[config.mk]
export PLATFORM = sky130hd
export DESIGN_NAME = pokey_clock_scheduler
export DESIGN_NICKNAME = d
export VERILOG_FILES = /design/src/rtl/pokey_clock_scheduler_pkg.sv /design/src/rtl/pokey_clock_scheduler_tick_divider.sv /design/src/rtl/pokey_clock_scheduler.sv
export SDC_FILE = /design/constraint.sdc
export NUM_CORES = 1
export LEC_CHECK = 0
export CORE_UTILIZATION = 47
export CTS_CLUSTER_SIZE = 24
export DETAILED_ROUTE_END_ITERATION = 7
export PLACE_DENSITY = 0.77
export SKIP_LAST_GASP = 1
export SLEW_MARGIN = 20
export SYNTH_ARGS = -nofsm -noshare
export SYNTH_HDL_FRONTEND = slang
export SYNTH_SLANG_ARGS = --single-unit
[constraint.sdc]
create_clock -name i_clk -period 1.8 [get_ports i_clk]
set_clock_uncertainty 0.05 [all_clocks]
set_input_delay 0.27 -clock i_clk [delete_from_list [all_inputs] [get_ports i_clk]]
set_output_delay 0.27 -clock i_clk [all_outputs]
set_load 0.1 [all_outputs]
[src/rtl/pokey_clock_scheduler_pkg.sv]
// Shared POKEY timing constants: AUDCTL bit positions, default divider ratios
// and the scheduler state encoding.
package pokey_clock_scheduler_pkg;

   localparam int AUDCTL_15K     = 0;
   localparam int AUDCTL_CH3_179 = 5;
   localparam int AUDCTL_CH1_179 = 6;

   localparam int DIV64_DEF = 28;
   localparam int DIV15_DEF = 114;

   typedef enum logic [1:0] {
      ST_INIT = 2'd0,
      ST_ARM  = 2'd1,
      ST_RUN  = 2'd2
   } state_e;

endpackage

[src/rtl/pokey_clock_scheduler_tick_divider.sv]
// Divides the 1.79 MHz enable by DIV. The wrap tick sets a flag, and the owner
// qualifies that flag with the next enable tick to form the output pulse.
module pokey_tick_divider #(
   parameter int DIV  = 28,
   parameter int LOAD = 0
) (
   input  logic i_clk,
   input  logic i_reset_n,
   input  logic i_en,
   input  logic i_hold,
   output logic o_flag
);

   localparam int W = (DIV > 1) ? $clog2(DIV) : 1;
   localparam logic [W-1:0] LAST = W'(DIV - 1);
   localparam logic [W-1:0] LVAL = W'(LOAD);

   logic [W-1:0] r_cnt;
   logic         r_flag;

   always_ff @(posedge i_clk or negedge i_reset_n) begin
      if (!i_reset_n) begin
         r_cnt  <= '0;
         r_flag <= 1'b0;
      end else if (i_hold) begin
         r_cnt  <= LVAL;
         r_flag <= 1'b0;
      end else if (i_en) begin
         if (r_cnt == LAST) begin
            r_cnt  <= '0;
            r_flag <= 1'b1;
         end else begin
            r_cnt  <= r_cnt + W'(1);
            r_flag <= 1'b0;
         end
      end
   end

   assign o_flag = r_flag;

endmodule

[src/rtl/pokey_clock_scheduler.sv]
// POKEY base timing: 64/15 kHz enables, per-channel clock select from AUDCTL,
// SKCTL init-mode sequencing and STIMER reload requests.
module pokey_clock_scheduler
   import pokey_clock_scheduler_pkg::*;
#(
   parameter int DIV64   = DIV64_DEF,
   parameter int DIV15   = DIV15_DEF,
   parameter int RESET64 = 0,
   parameter int RESET15 = 0
) (
   input  logic       i_clk,
   input  logic       i_reset_n,
   input  logic       i_enable_179,
   input  logic       i_init_mode,
   input  logic [7:0] i_audctl,
   input  logic       i_stimer_strobe,
   output logic       o_enable_64,
   output logic       o_enable_15,
   output logic [3:0] o_chan_en,
   output logic [3:0] o_reload,
   output logic       o_running
);

   state_e     r_state;
   state_e     w_next;
   logic [3:0] r_reload;
   logic       w_running;
   logic       w_hold;
   logic       w_flag64;
   logic       w_flag15;
   logic       w_en64;
   logic       w_en15;
   logic       w_base;
   logic       w_fast;
   logic       w_unused_audctl;

   always_comb begin
      w_next = r_state;
      case (r_state)
         ST_INIT: if (!i_init_mode) w_next = ST_ARM;
         ST_ARM:  w_next = i_init_mode ? ST_INIT : ST_RUN;
         ST_RUN:  if (i_init_mode) w_next = ST_INIT;
         default: w_next = ST_INIT;
      endcase
   end

   always_ff @(posedge i_clk or negedge i_reset_n) begin
      if (!i_reset_n) begin
         r_state  <= ST_INIT;
         r_reload <= 4'h0;
      end else begin
         r_state  <= w_next;
         // A strobe in the same cycle init_mode rises is still taken from RUN.
         r_reload <= (i_stimer_strobe && (r_state != ST_INIT)) ? 4'hF : 4'h0;
      end
   end

   assign w_running = (r_state == ST_RUN);
   // Dividers only count in RUN; entering INIT forces them on the same edge.
   assign w_hold    = !w_running || i_init_mode;

   pokey_tick_divider #(.DIV(DIV64), .LOAD(RESET64)) u_div64 (
      .i_clk     (i_clk),
      .i_reset_n (i_reset_n),
      .i_en      (i_enable_179),
      .i_hold    (w_hold),
      .o_flag    (w_flag64)
   );

   pokey_tick_divider #(.DIV(DIV15), .LOAD(RESET15)) u_div15 (
      .i_clk     (i_clk),
      .i_reset_n (i_reset_n),
      .i_en      (i_enable_179),
      .i_hold    (w_hold),
      .o_flag    (w_flag15)
   );

   assign w_en64 = w_flag64 & i_enable_179 & w_running;
   assign w_en15 = w_flag15 & i_enable_179 & w_running;
   assign w_fast = i_enable_179 & w_running;
   assign w_base = i_audctl[AUDCTL_15K] ? w_en15 : w_en64;

   assign o_enable_64 = w_en64;
   assign o_enable_15 = w_en15;
   assign o_chan_en   = {w_base,
                         i_audctl[AUDCTL_CH3_179] ? w_fast : w_base,
                         w_base,
                         i_audctl[AUDCTL_CH1_179] ? w_fast : w_base};
   assign o_reload    = r_reload;
   assign o_running   = w_running;

   // Remaining AUDCTL bits belong to the channel timers, not to this block.
   assign w_unused_audctl = ^{i_audctl[7], i_audctl[4:1]};

endmodule
---- Word level (Yosys, flattened, before mapping) ----
Cells that the tools add are included.
operators by class
  bitwise operators ....................... 5
  $add $sub $neg .......................... 2
  reductions and logical operators ........ 7
  equal/unequal tests ..................... 6
  mux-type cells .......................... 20
operators with widths
  kind                                           count
  2-to-1 mux 7 bit                               3
  2-to-1 mux 5 bit                               3
  2-to-1 mux 1 bit                               9
  adder 7 x 1 -> 7 bit, second input constant    1
  == test 7 bit, second input constant           1
  2-to-1 mux 2 bit                               3
  case mux 2 bit (3 select lines)                1
  adder 5 x 1 -> 5 bit, second input constant    1
  bitwise AND 1 bit                              5
  == test 5 bit, second input constant           1
  2-to-1 mux 4 bit                               1
  inequality test 2 bit, second input constant   2
  nonzero test 2 bit                             2
  == test 2 x 1 -> 1 bit, second input constant  1
  == test 2 bit, second input constant           1
  logical NOT 2 bit                              1
  AND reduction 2 bit                            1
  logical AND 1 bit                              1
  logical NOT 1 bit                              1
  logical OR 1 bit                               1
storage, ports and cells
  bits of input ports ..................... 13
  logic and storage cells ................. 46
  register bits after elaboration ......... 20
  output and inout port bits .............. 11

---- Logic depth before layout (Yosys ltp) ----
  depth after elaboration ................. 4
  depth in mapped cells ................... 5
  mapped depth without buffers ............ 5

---- By module ----
From an unflattened synthesis, not the netlist that was laid out.
unflattened totals
  cells, all modules ...................... 102
  area total of the unflattened synthesis .. 1012.2 µm²
by module, submodules not included
  module                        instances  cells each  sequential area each (µm²)  area each (µm²)
  pokey_tick_divider (u_div15)  1          49          200.2                       481.7
  pokey_tick_divider (u_div64)  1          30          150.1                       321.6
  pokey_clock_scheduler         1          23          75.1                        209.0

---- Worst setup path after synthesis ----
OpenSTA, ideal clock, no wires.
  path kind ............................... reg2out
  start point ............................. register r_state[0]
  end point ............................... output port o_chan_en[0]
  stages on the path, launching flop included .. 5
  path slack .............................. -0.970 ns
  data arrival time ....................... 2.450 ns
  data required time ...................... 1.480 ns
  buffers on the path ..................... 1
  cell sequence ........................... dfrtp_1 nor2b_1 clkbuf_2 nand2_1 nor2_1
on the way
  word-level cells in the longest chain between the ends .. 4
  elaborated cells between the ends (all ways) .. 6
  classes of those cells .................. eq/ne: 1; mux: 2; bitwise: 3
ends and longest elaborated chain
  item                                  RTL line                                                  source
  start: declaration                    pokey_clock_scheduler.sv:24                               state_e r_state;
  start signal: assignment              pokey_clock_scheduler.sv:52                               r_state <= w_next;
  == test 2 bit *                       pokey_clock_scheduler.sv:58                               assign w_running = (r_state == ST_RUN);
  named net o_running                   pokey_clock_scheduler.sv:21                               output logic o_running
  bitwise AND 1 bit (on tied branches)  pokey_clock_scheduler.sv:78, pokey_clock_scheduler.sv:79
  2-to-1 mux 1 bit                      pokey_clock_scheduler.sv:81                               assign w_base = i_audctl[AUDCTL_15K] ? w_en15 : w_en64;
  2-to-1 mux 1 bit *                    pokey_clock_scheduler.sv:88                               i_audctl[AUDCTL_CH1_179] ? w_fast : w_base};
  end: declaration                      pokey_clock_scheduler.sv:19                               output logic [3:0] o_chan_en,
The timed path passes the listed nets; every way through them passes the cells marked *.

---- Worst setup path after layout ----
  start point ............................. register r_state[0]
  end point ............................... output port o_chan_en[1]
on the way
  word-level cells in the longest chain between the ends .. 3
  elaborated cells between the ends (all ways) .. 4
  classes of those cells .................. eq/ne: 1; mux: 1; bitwise: 2
ends and longest elaborated chain
  item                                  RTL line
  == test 2 bit *                       pokey_clock_scheduler.sv:58
  bitwise AND 1 bit (on tied branches)  pokey_clock_scheduler.sv:78, pokey_clock_scheduler.sv:79
  2-to-1 mux 1 bit *                    pokey_clock_scheduler.sv:81
Mark *: on every way between the ends. The rest lies on a longest branch, timed or not.

==> flow_metrics.env <==
export IMPL_clkSinkCount=17
export IMPL_synth_xor_area_share_pct=0.9333
export IMPL_cp_startpoint="r_state[0]"
export IMPL_yosys_area_top_type="dfrtp_1"
export IMPL_drt_antenna_violating_nets=0
export IMPL_max_cap_viol_count=0
export IMPL_final_fill_count=140
export IMPL_worst_slew_pin_slew_ps=357.5
export IMPL_final_util_pct=74.58
export IMPL_path_clk_slew_ps=100
export IMPL_yosys_warnings=0
export IMPL_dr_wl_met3_um=91
export IMPL_synth_top_cells_by_area="dfrtp_1 (45%), a21oi_1 (5.3%), nand2_1 (4.4%)"
export IMPL_wl_met1_um=835
export IMPL_setup_violations_final=0
export IMPL_ys_seq_area_share_pct=45.33
export IMPL_dr_pass1_iters=4
export IMPL_critPathKind="flip-flop to primary output"
export IMPL_wl_met2_mm=1.122
export IMPL_post_drt_wl_per_cell_um=14.03
export IMPL_drc=0
export IMPL_grt_pass1_vias=795
export IMPL_synthDominantCellAreaShare_pct=45.33
export IMPL_end_kind="primary output"
export IMPL_gp_congestion=0.7289
export IMPL_gr_total_overflow=0
export IMPL_dpl_cell_area_um2=1294
export IMPL_synth_cell_type_count=29
export IMPL_top_layer="met4"
export IMPL_worstReg2RegStart="r_state[1]"
export IMPL_synth_compound_area_share_pct=12.93
export IMPL_min_period_over_period_pct=95.34
export IMPL_synthAdderAreaFrac_pct=4.000
export IMPL_period_needed_ps=1716
export IMPL_ir_drop_uv=520.6
export IMPL_final_max_slew_viol_count=0
export IMPL_syn_inst=100
export IMPL_synth_top_family_by_area="simple AND/OR/NAND/NOR gates"
export IMPL_num_rows=15
export IMPL_n_antenna_cell=0
export IMPL_hold_class="input port to asynchronous set/reset pin"
export IMPL_die_w_um=46.69
export IMPL_crit_path_start_kind="flip-flop"
export IMPL_grt_pass1_wl_mm=3.519
export IMPL_hold_violations=0
export IMPL_syn_area_um2=938.4
export IMPL_max_freq_ghz=0.5827
export IMPL_synth_nets=116
export IMPL_wirelength_mm=2.076
export IMPL_port_buffers=18
export IMPL_post_cts_buffers=0
export IMPL_status="completed"
export IMPL_die_area_um2=2179
export IMPL_powerDensity_nw_per_um2=741.8
export IMPL_clk_latency_ps=300
export IMPL_p_leak_uw=0.0005761
export IMPL_worst_endpoint_arrival_ps=1400
export IMPL_synthToLayoutAreaGrowth_pct=43.20
export IMPL_viasPerCell=5.480
export IMPL_syn_avg_cell_area_um2=9.384
export IMPL_core_um2=1802
export IMPL_instances_no_fill=148
export IMPL_cts_max_level=1
export IMPL_synthMuxAreaShare_pct=4.400
export IMPL_layout_drive_gt1_share_pct=26.83
export IMPL_worstPathRequired_ps=1480
export IMPL_fin_nets=140
export IMPL_rsz0062_at_grt="no"
export IMPL_ys_ff_latch=17
export IMPL_numCtsBuffers=3
export IMPL_antenna_found_initial=0
export IMPL_path_max_fanout=5
export IMPL_vias=811
export IMPL_cts_root_buffer="clkbuf_4"
export IMPL_grt_use_total_pct=23.50
export IMPL_drt_first_iter_violations=27
export IMPL_dp_cells=144
export IMPL_io_pins=24
export IMPL_final_area_um2=1344
export IMPL_initial_core_util_pct=52.08
export IMPL_cts_tree="done"
export IMPL_die_h_um=46.69
export IMPL_cts_buffer_depth=2
export IMPL_grt_max_degree=18
export IMPL_dp_hpwl_mm=1.503
export IMPL_slew_headroom_pct=76.18
export IMPL_synthSimpleGateAreaFrac_pct=26.27
critical path, stage by stage, from the launching register on:
cell,delay (ps)
dfrtp_1,480
nor2b_4,200
and3_4,240
buf_12,180
layout by cell type (no fill, tap or decap), types with 3 or more instances in the layout:
cell	Yosys	layout
dfrtp_1	17	17
buf_12	0	11
nand2_1	11	10
a21oi_1	10	10
buf_4	5	8
clkdlybuf4s50_1	0	6
o21ai_0	5	5
or3_1	4	4
nor2b_1	5	4
nor2_1	8	4
inv_1	3	3
nand3_1	3	3
o31ai_1	3	3
mux2i_1	3	3
ha_1	3	3
clkbuf_4	0	3
report_power, final:
part	internal, uW	switching, uW	leakage [uW]
Sequential	396	31.1	0.000234
Combinational	137	223	0.000327
Clock	86.3	123	0.0000150
Total	619	378	0.000576
state kept, by name, summed over array words and instances (netlist names):
register        count
u_div15.o_flag      1
r_state             2
u_div15.r_cnt       7
u_div64.o_flag      1
o_reload            1
u_div64.r_cnt       5
per-stage QoR:
| step | hold WS, ps | TNS (ps) | power [uW] | worst slack, ps |
|---|---|---|---|---|
| finish | 243.4 | 0 | 996.8 | 83.84 |
| global route | 250.9 | 0 | 1040 | 21.09 |
| CTS | 246.4 | 0 | 997.4 | 11.67 |
| detailed placement | 466.1 | -224.8 | 785.5 | -61.21 |
| global placement | 455.0 | -69.34 | 779.8 | -34.71 |
| floorplan | -75.59 | 0 | 654.9 | 51.69 |
logic make-up after synthesis:
family | Yosys count
DFF | 17
AOI/OAI and AO/OA | 21
muxes | 4
and+or+nand+nor | 44
adders and majority gates | 3
xor gates and xnor gates | 1
buffers and inverters | 10
Yosys cell counts:
library cell	instances
dfrtp_1	17
nand2_1	11
a21oi_1	10
nor2_1	8
buf_4	5
nor2b_1	5
o21ai_0	5
and3_1	4
or3_1	4
ha_1	3
inv_1	3
mux2i_1	3
nand3_1	3
o31ai_1	3
or4_1	2
and3b_1	1
and4b_1	1
clkbuf_1	1
clkbuf_2	1
mux2_2	1
nand2b_1	1
nand4bb_1	1
nor3_1	1
nor3b_1	1
nor4b_2	1
o211ai_1	1
o21a_1	1
o311ai_1	1
xnor2_1	1
worst paths after layout:
| check | cells past startpoint | end | slack, ps |
|---|---|---|---|
| worst max-delay path | 3 | o_chan_en[1] | 80 |
| worst min-delay path | 2 | u_div15.r_cnt[2] | 240 |
| worst max register to register | 4 | u_div15.r_cnt[5] | 220 |
| worst min register to register | 1 | r_state[0] | 500 |
| max in group asynchronous | 2 | u_div15.o_flag | 1260 |
| min in group i_clk | 2 | o_reload[2] | 460 |
what timing repair did:
item | in CTS | in global routing
hold buffers | 0 | 0
resized for setup | 6 | 2
endpoints found under the setup margin | 6 | 6
layer usage:
layer	GRT usage, %	vias up
li1	-	395
met1	26.89	389
met4	10.29	0
met3	4.314	4
met2	41.94	23
met5	0	-
cell type report:
cell class                      instances  area [um2]  area share (%)
Clock buffer                            4       26.28           1.955
Inverter                                3       11.26          0.8380
Multi-Input combinational cell         73       496.7           36.96
Sequential cell                        17       425.4           31.66
Tap cell                               25       31.28           2.328
Timing Repair Buffer                   26       352.8           26.26
No activity file was read; power rests on OpenSTA's default activity.
